### src/rtl/bcd_updown_counter.sv
// Two-digit BCD up/down counter (00-99) stepped by the rising edge of a tick
// input. A run/pause FSM gates stepping; clear, preset load, a terminal-count
// pulse and a rejected-load pulse drive the 7-segment display logic.
module bcd_updown_counter #(
    parameter bit         WRAP      = 1'b1,
    parameter logic [3:0] INIT_TENS = 4'd0,
    parameter logic [3:0] INIT_ONES = 4'd0
) (
    input  logic       i_clk,
    input  logic       i_rst,
    input  logic       i_tick,
    input  logic       i_run,
    input  logic       i_up,
    input  logic       i_clr,
    input  logic       i_load,
    input  logic [7:0] i_load_val,
    output logic [3:0] o_tens,
    output logic [3:0] o_ones,
    output logic       o_tc,
    output logic       o_err,
    output logic       o_running,
    output logic       o_done
);

    typedef enum logic [1:0] {
        S_IDLE   = 2'd0,
        S_RUN    = 2'd1,
        S_PAUSED = 2'd2,
        S_DONE   = 2'd3
    } state_t;

    state_t     state, state_nxt;
    logic       tick_q;
    logic [3:0] tens_nxt, ones_nxt;
    logic       tc_nxt, err_nxt;
    logic       step, load_ok, at_max, at_min;

    // A step needs a fresh tick edge while the registered state is RUN, so a
    // tick on the edge that enters RUN is deliberately ignored.
    assign step    = i_tick & ~tick_q & (state == S_RUN);
    assign load_ok = (i_load_val[7:4] <= 4'd9) && (i_load_val[3:0] <= 4'd9);
    assign at_max  = (o_tens == 4'd9) && (o_ones == 4'd9);
    assign at_min  = (o_tens == 4'd0) && (o_ones == 4'd0);

    // Next-state, next-count and event pulses; clear beats load beats step.
    always_comb begin
        state_nxt = state;
        tens_nxt  = o_tens;
        ones_nxt  = o_ones;
        tc_nxt    = 1'b0;
        err_nxt   = 1'b0;
        if (i_clr) begin
            state_nxt = S_IDLE;
            tens_nxt  = INIT_TENS;
            ones_nxt  = INIT_ONES;
        end else if (i_load) begin
            // Load edges freeze the FSM apart from releasing DONE.
            if (load_ok) begin
                tens_nxt = i_load_val[7:4];
                ones_nxt = i_load_val[3:0];
                if (state == S_DONE) state_nxt = S_PAUSED;
            end else begin
                err_nxt = 1'b1;
            end
        end else begin
            case (state)
                S_IDLE:   if (i_run)  state_nxt = S_RUN;
                S_RUN:    if (!i_run) state_nxt = S_PAUSED;
                S_PAUSED: if (i_run)  state_nxt = S_RUN;
                default:  state_nxt = S_DONE;
            endcase
            if (step) begin
                if (i_up) begin
                    if (at_max) begin
                        tc_nxt = 1'b1;
                        if (WRAP) begin
                            tens_nxt = 4'd0;
                            ones_nxt = 4'd0;
                        end else begin
                            state_nxt = S_DONE;
                        end
                    end else if (o_ones == 4'd9) begin
                        ones_nxt = 4'd0;
                        tens_nxt = o_tens + 4'd1;
                    end else begin
                        ones_nxt = o_ones + 4'd1;
                    end
                end else begin
                    if (at_min) begin
                        tc_nxt = 1'b1;
                        if (WRAP) begin
                            tens_nxt = 4'd9;
                            ones_nxt = 4'd9;
                        end else begin
                            state_nxt = S_DONE;
                        end
                    end else if (o_ones == 4'd0) begin
                        ones_nxt = 4'd9;
                        tens_nxt = o_tens - 4'd1;
                    end else begin
                        ones_nxt = o_ones - 4'd1;
                    end
                end
            end
        end
    end

    // State register, tick edge detector and registered outputs.
    always_ff @(posedge i_clk) begin
        if (i_rst) begin
            state     <= S_IDLE;
            tick_q    <= 1'b0;
            o_tens    <= INIT_TENS;
            o_ones    <= INIT_ONES;
            o_tc      <= 1'b0;
            o_err     <= 1'b0;
            o_running <= 1'b0;
            o_done    <= 1'b0;
        end else begin
            state     <= state_nxt;
            tick_q    <= i_tick;
            o_tens    <= tens_nxt;
            o_ones    <= ones_nxt;
            o_tc      <= tc_nxt;
            o_err     <= err_nxt;
            o_running <= (state_nxt == S_RUN);
            o_done    <= (state_nxt == S_DONE);
        end
    end

endmodule

### config.mk
export PLATFORM = sky130hd
export DESIGN_NAME = bcd_updown_counter
export DESIGN_NICKNAME = d
export VERILOG_FILES = /design/src/rtl/bcd_updown_counter.sv
export SDC_FILE = /design/constraint.sdc
export NUM_CORES = 1
export LEC_CHECK = 0
export BUFFER_PORTS_ARGS = -buffer_cell sky130_fd_sc_hd__clkbuf_2
export CAP_MARGIN = 0
export CORE_ASPECT_RATIO = 1.4
export CORE_UTILIZATION = 56
export DETAILED_ROUTE_END_ITERATION = 8
export PLACE_DENSITY = 0.83
export SYNTH_ARGS = -nofsm -noshare
export SYNTH_HDL_FRONTEND = slang
export SYNTH_SLANG_ARGS = --single-unit
### constraint.sdc
create_clock -name i_clk -period 3.1 [get_ports i_clk]
set_input_delay 0.62 -clock i_clk [delete_from_list [all_inputs] [get_ports i_clk]]
set_output_delay 0.62 -clock i_clk [all_outputs]
set_load 0.02 [all_outputs]
After elaboration in Yosys (flattened, before gate mapping)

Index checks and enable logic that the tools add are counted.
W data, S select, Z words.

Bits in registers: 15
Input port bits: 15
Output and inout bits: 12
Logic and storage cells: 69

Add/sub/neg operators: 4
Order comparisons: 2
Eq/ne operators: 9
Multiplexer cells: 27
Bitwise logic cells: 5
Reduce and logical (&&, ||, !) cells: 14

Operator list:

| operator              | number |
|---|---|
| $mux W4               | 16 |
| $mux W2               | 6 |
| $add A4 B1 Y4 const B | 2 |
| $eq A4 B4 Y1 const B  | 2 |
| $le A4 B4 Y1 const B  | 2 |
| $logic_not A4 Y1      | 2 |
| $sub A4 B1 Y4 const B | 2 |
| $eq A2 B2 Y1 const B  | 3 |
| $eq A2 B1 Y1 const B  | 2 |
| $mux W1               | 4 |
| $ne A4 B1 Y1 const B  | 1 |
| $pmux W2 S2           | 1 |
| $reduce_and A4 Y1     | 1 |
| $reduce_bool A4 Y1    | 1 |
| $reduce_or A2 Y1      | 2 |
| $reduce_or A4 Y1      | 1 |
| $logic_and A1 B1 Y1   | 3 |
| $not A1 Y1            | 3 |
| $reduce_or A3 Y1      | 1 |
| $and A1 B1 Y1         | 2 |
| $logic_not A2 Y1      | 1 |
| $ne A2 B1 Y1 const B  | 1 |
| $reduce_and A2 Y1     | 1 |
| $reduce_bool A2 Y1    | 1 |

Logic depth before layout (Yosys ltp)

Depth in word-level cells: 6
Depth in mapped cells: 6
Depth with buffers taken out: 6

Worst setup path after synthesis

Ideal clock, no wire load.

Kind: reg2reg
Start: register o_tens[0]
End: register o_tens[1]
Library setup time: 0.122 ns
Data arrival time: 1.694 ns
Data required time: 2.978 ns
Path slack: 1.284 ns
Stages on the path, launching flop included: 7
Path buffers: 0
Clock period less this slack: 1.816 ns
Cell sequence: dfxtp_1 -> inv_1 -> ha_1 -> or4b_4 -> or2_1 -> a221oi_2 -> o31ai_1

Longest elaborated chain between the ends: 6
Elaborated cells on any way between the ends: 16
Classes of those cells: 2 x add/sub; 2 x eq/ne; 7 x mux; 5 x reduce/logical

Ends and longest elaborated chain:

| element                               | line   | text |
|---|---|---|
| start: declaration                    | 17     | `output logic [3:0] o_tens,` |
| start signal: assignment              | 122    | `o_tens <= tens_nxt;` |
| $sub A4 B1 Y4 (tied with other cells) | 99     | `tens_nxt = o_tens - 4'd1;` |
| $mux W4 (tied with other cells)       | 97     | `end else if (o_ones == 4'd0) begin` |
| $mux W4 (on tied branches)            | 89, 74 |  |
| $mux W4                               | 73     | `if (i_up) begin` |
| $mux W4                               | 72     | `if (step) begin` |
| $mux W4                               | 56     | `end else if (i_load) begin` |

Parallel ways exist; a longest one is shown, timed or not. The select of a mux whose other input is x is not followed.
A chain may end at the register's enable or synchronous reset.

Worst setup path after layout

Start: register o_tens[1]
End: register o_tens[2]

Same word-level chain as after synthesis.

==> results.ini <==
[timing]
setup_tns_ns = 0
hold_viol = 0
tightest_slew_ns = 0.695
period_minus_slack_ns = 2.05
fmax_ghz = 0.489
drv_slew = 0
rsz0062_at_grt = no
slew_headroom = 0.524
layout_setup_ws_ns = 1.05
period_share = 0.660
skew_ns = 0.00923
setup_viol = 0

[synth]
synth_fp_nets = 149
netlist_area_mm2 = 0.00109
syn-mean-instance-area_um2 = 8.31
synth.distinct_cells = 52
yosys_warnings = 0
async_flop_share = 0
synthAdderAreaFrac = 0.0345
netlist_top_cells_area = dfxtp_1 (28%), a221oi_2 (4.1%), nor2_1 (3.8%)
synth-compound-area-share = 0.301
synth_xor_area_frac = 0.0241
yosys-top-cells-count = dfxtp_1 (15), nor2_1 (11), nand2_1 (9)
ys_ff_latch = 15
synth.area.mux_share = 0
yosys.area_share.simple = 0.293
yosysMostFrequentCell = dfxtp_1
synthCells = 131
ys_seq_area_frac = 0.276
yosysTopAreaCellShare = 0.276
synth_top_family_by_area = compound AO/OA/AOI/OAI gates
synth_edf_count = 0
ys.flop_type = dfxtp_1
synth_largest_area_cell = dfxtp_1

[grt]
grt_pass1_wl_mm = 4.11
grt_max_degree = 19
grt_usage = 0.282
antenna_found_initial = 0
grt_pass1_vias = 926
grt_overflow = 0

[power_and_ir_drop]
clkPwrFrac = 0.283
ir_drop_mv = 0.275
seqPwrFrac = 0.511
leakage_nw = 0.508
p_int_uw = 283
finalPower_uw = 403
power_frac_comb = 0.206
switchingPower_uw = 120
power.density_mw_per_mm2 = 331
switching_share = 0.297

[routing]
wl_mm = 2.67
dr.pass1.iters = 4
drcViolationCount = 0
wl_per_cell_um = 15.5
drt_iter0_drc = 24
drt-vias-per-instance = 6.33
vias = 1088
antenna_left = 0

[finish]
layout-drive-gt1-share = 0.270
n_antenna_cell = 0
instances_no_fill = 172
fin_area_mm2 = 0.00122
nets = 171
syn2layout_area_growth_pct = 12.0

[clock_network]
clk_pin_slew_worst_paths_ns = 0.09
h-tree-depth = 1
cts.sinks = 15
ctsResizeCount = 0
cts_tree = done
cts_buffer_depth = 2
cts_root_buf = clkbuf_4
cts_made_buffers = 3
hold_buffers = 0
worstSkewPairLatency_ns = 0.29
post_cts_buffers = 0

[setup_path]
path_class = reg -> reg
rrSetupSlack_ns = 1.05
slowest_stage = a2111oi_0
cpPeakStageDelay_ns = 0.67
cp-start-kind = flip-flop
end_kind = flip-flop
worst-path-buf-inv = 1
cp_cell_sequence = inv_1, ha_1, and4_1, a2111oi_0, a221oi_2, o32ai_1
cp.arrival_ns = 2.25
worstPathMaxFanout = 7
critical_path.top_delay_family = compound AO/OA/AOI/OAI gates
cp.required_ns = 3.30

[floorplanning]
ios = 27
core_area_mm2 = 0.00180
dieArea_mm2 = 0.00213
die_x_um = 39.3
die_y_um = 54.2
fp-row-count = 18
start_util = 0.604

[place]
port_buffers = 26
place_hpwl_mm = 2.00
post-place-ws_ns = 0.890
dpl-instance-area_mm2 = 0.00119
place_congestion = 0.844
dp_cells = 168

[job]
drv_cap = 0

[status]
status = finished clean

[hold_path]
hold_class = in -> reg

kinds of logic (layout without fill, tap and decap cells):
| group | Yosys count | after routing |
|---|---|---|
| AO/OA/AOI/OAI | 41 | 41 |
| buffers and inverters | 16 | 37 |
| AND/OR/NAND/NOR | 53 | 53 |
| XOR/XNOR | 3 | 3 |
| adder cells (fa/ha/maj) | 3 | 3 |
| flip-flops | 15 | 15 |
sequential cells by signal (all words and copies together), names as in the netlist:
register   count
state          2
o_done         1
o_tens         4
tick_q         1
o_tc           1
o_err          1
o_running      1
o_ones         4
layout make-up:
cell class / instances / area [µm²]
timing repair buffer: 26 / 130
tap: 20 / 25.0
clock buffer: 4 / 26.3
multi-input combinational: 100 / 711
inverter: 7 / 26.3
sequential: 15 / 300
fill: 172 / 583
through the flow:
stage           util  hold WS, ns
6_report       0.676        0.535
5_1_grt        0.676        0.530
4_1_cts        0.676        0.529
3_5_place_dp   0.662        0.549
3_3_place_gp   0.662        0.543
2_1_floorplan      -        0.593
cell usage in the layout, fill, tap and decap left out, drive strengths merged, types with 3 or more instances in the layout:
| master | Yosys | layout |
|---|---|---|
| a21oi | 6 | 6 |
| nor2b | 5 | 5 |
| ha | 3 | 3 |
| a221oi | 3 | 3 |
| a21o | 3 | 3 |
| clkbuf | 1 | 30 |
| o31ai | 5 | 5 |
| dfxtp | 15 | 15 |
| o21ai | 6 | 6 |
| nand3 | 4 | 4 |
| and2 | 3 | 3 |
| nand2 | 9 | 9 |
| inv | 7 | 7 |
| nor2 | 11 | 11 |
| nand2b | 3 | 3 |
layer usage:
metal / routed length (µm) / GRT usage / vias to the layer above
li1: - / - / 534
met1: 1080 / 0.328 / 509
met2: 1410 / 0.506 / 41
met3: 152 / 0.0620 / 4
met4: 26 / 0.0690 / 0
met5: 0 / 0 / -
power groups by stage:
stage / combinational, mW / sequential, mW / clock (mW)
final: 0.0830 / 0.206 / 0.114
after global routing: 0.0900 / 0.207 / 0.126
after CTS: 0.0827 / 0.206 / 0.115
after detailed placement: 0.0824 / 0.210 / 0
after global placement: 0.0809 / 0.210 / 0
after floorplan: 0.0583 / 0.210 / 0
final timing paths:
path | to | startpoint | cells after the start
worst max register to register | o_tens[2]$_SDFFE_PP0P_ | o_tens[1]$_SDFFE_PP0P_ | 6
worst max-delay path | o_tens[2]$_SDFFE_PP0P_ | o_tens[1]$_SDFFE_PP0P_ | 6
worst min-delay path | tick_q$_SDFF_PP0_ | i_rst | 2
worst min register to register | o_tens[3]$_SDFFE_PP0P_ | o_tens[3]$_SDFFE_PP0P_ | 2
Power figures use the tool's default switching activity.
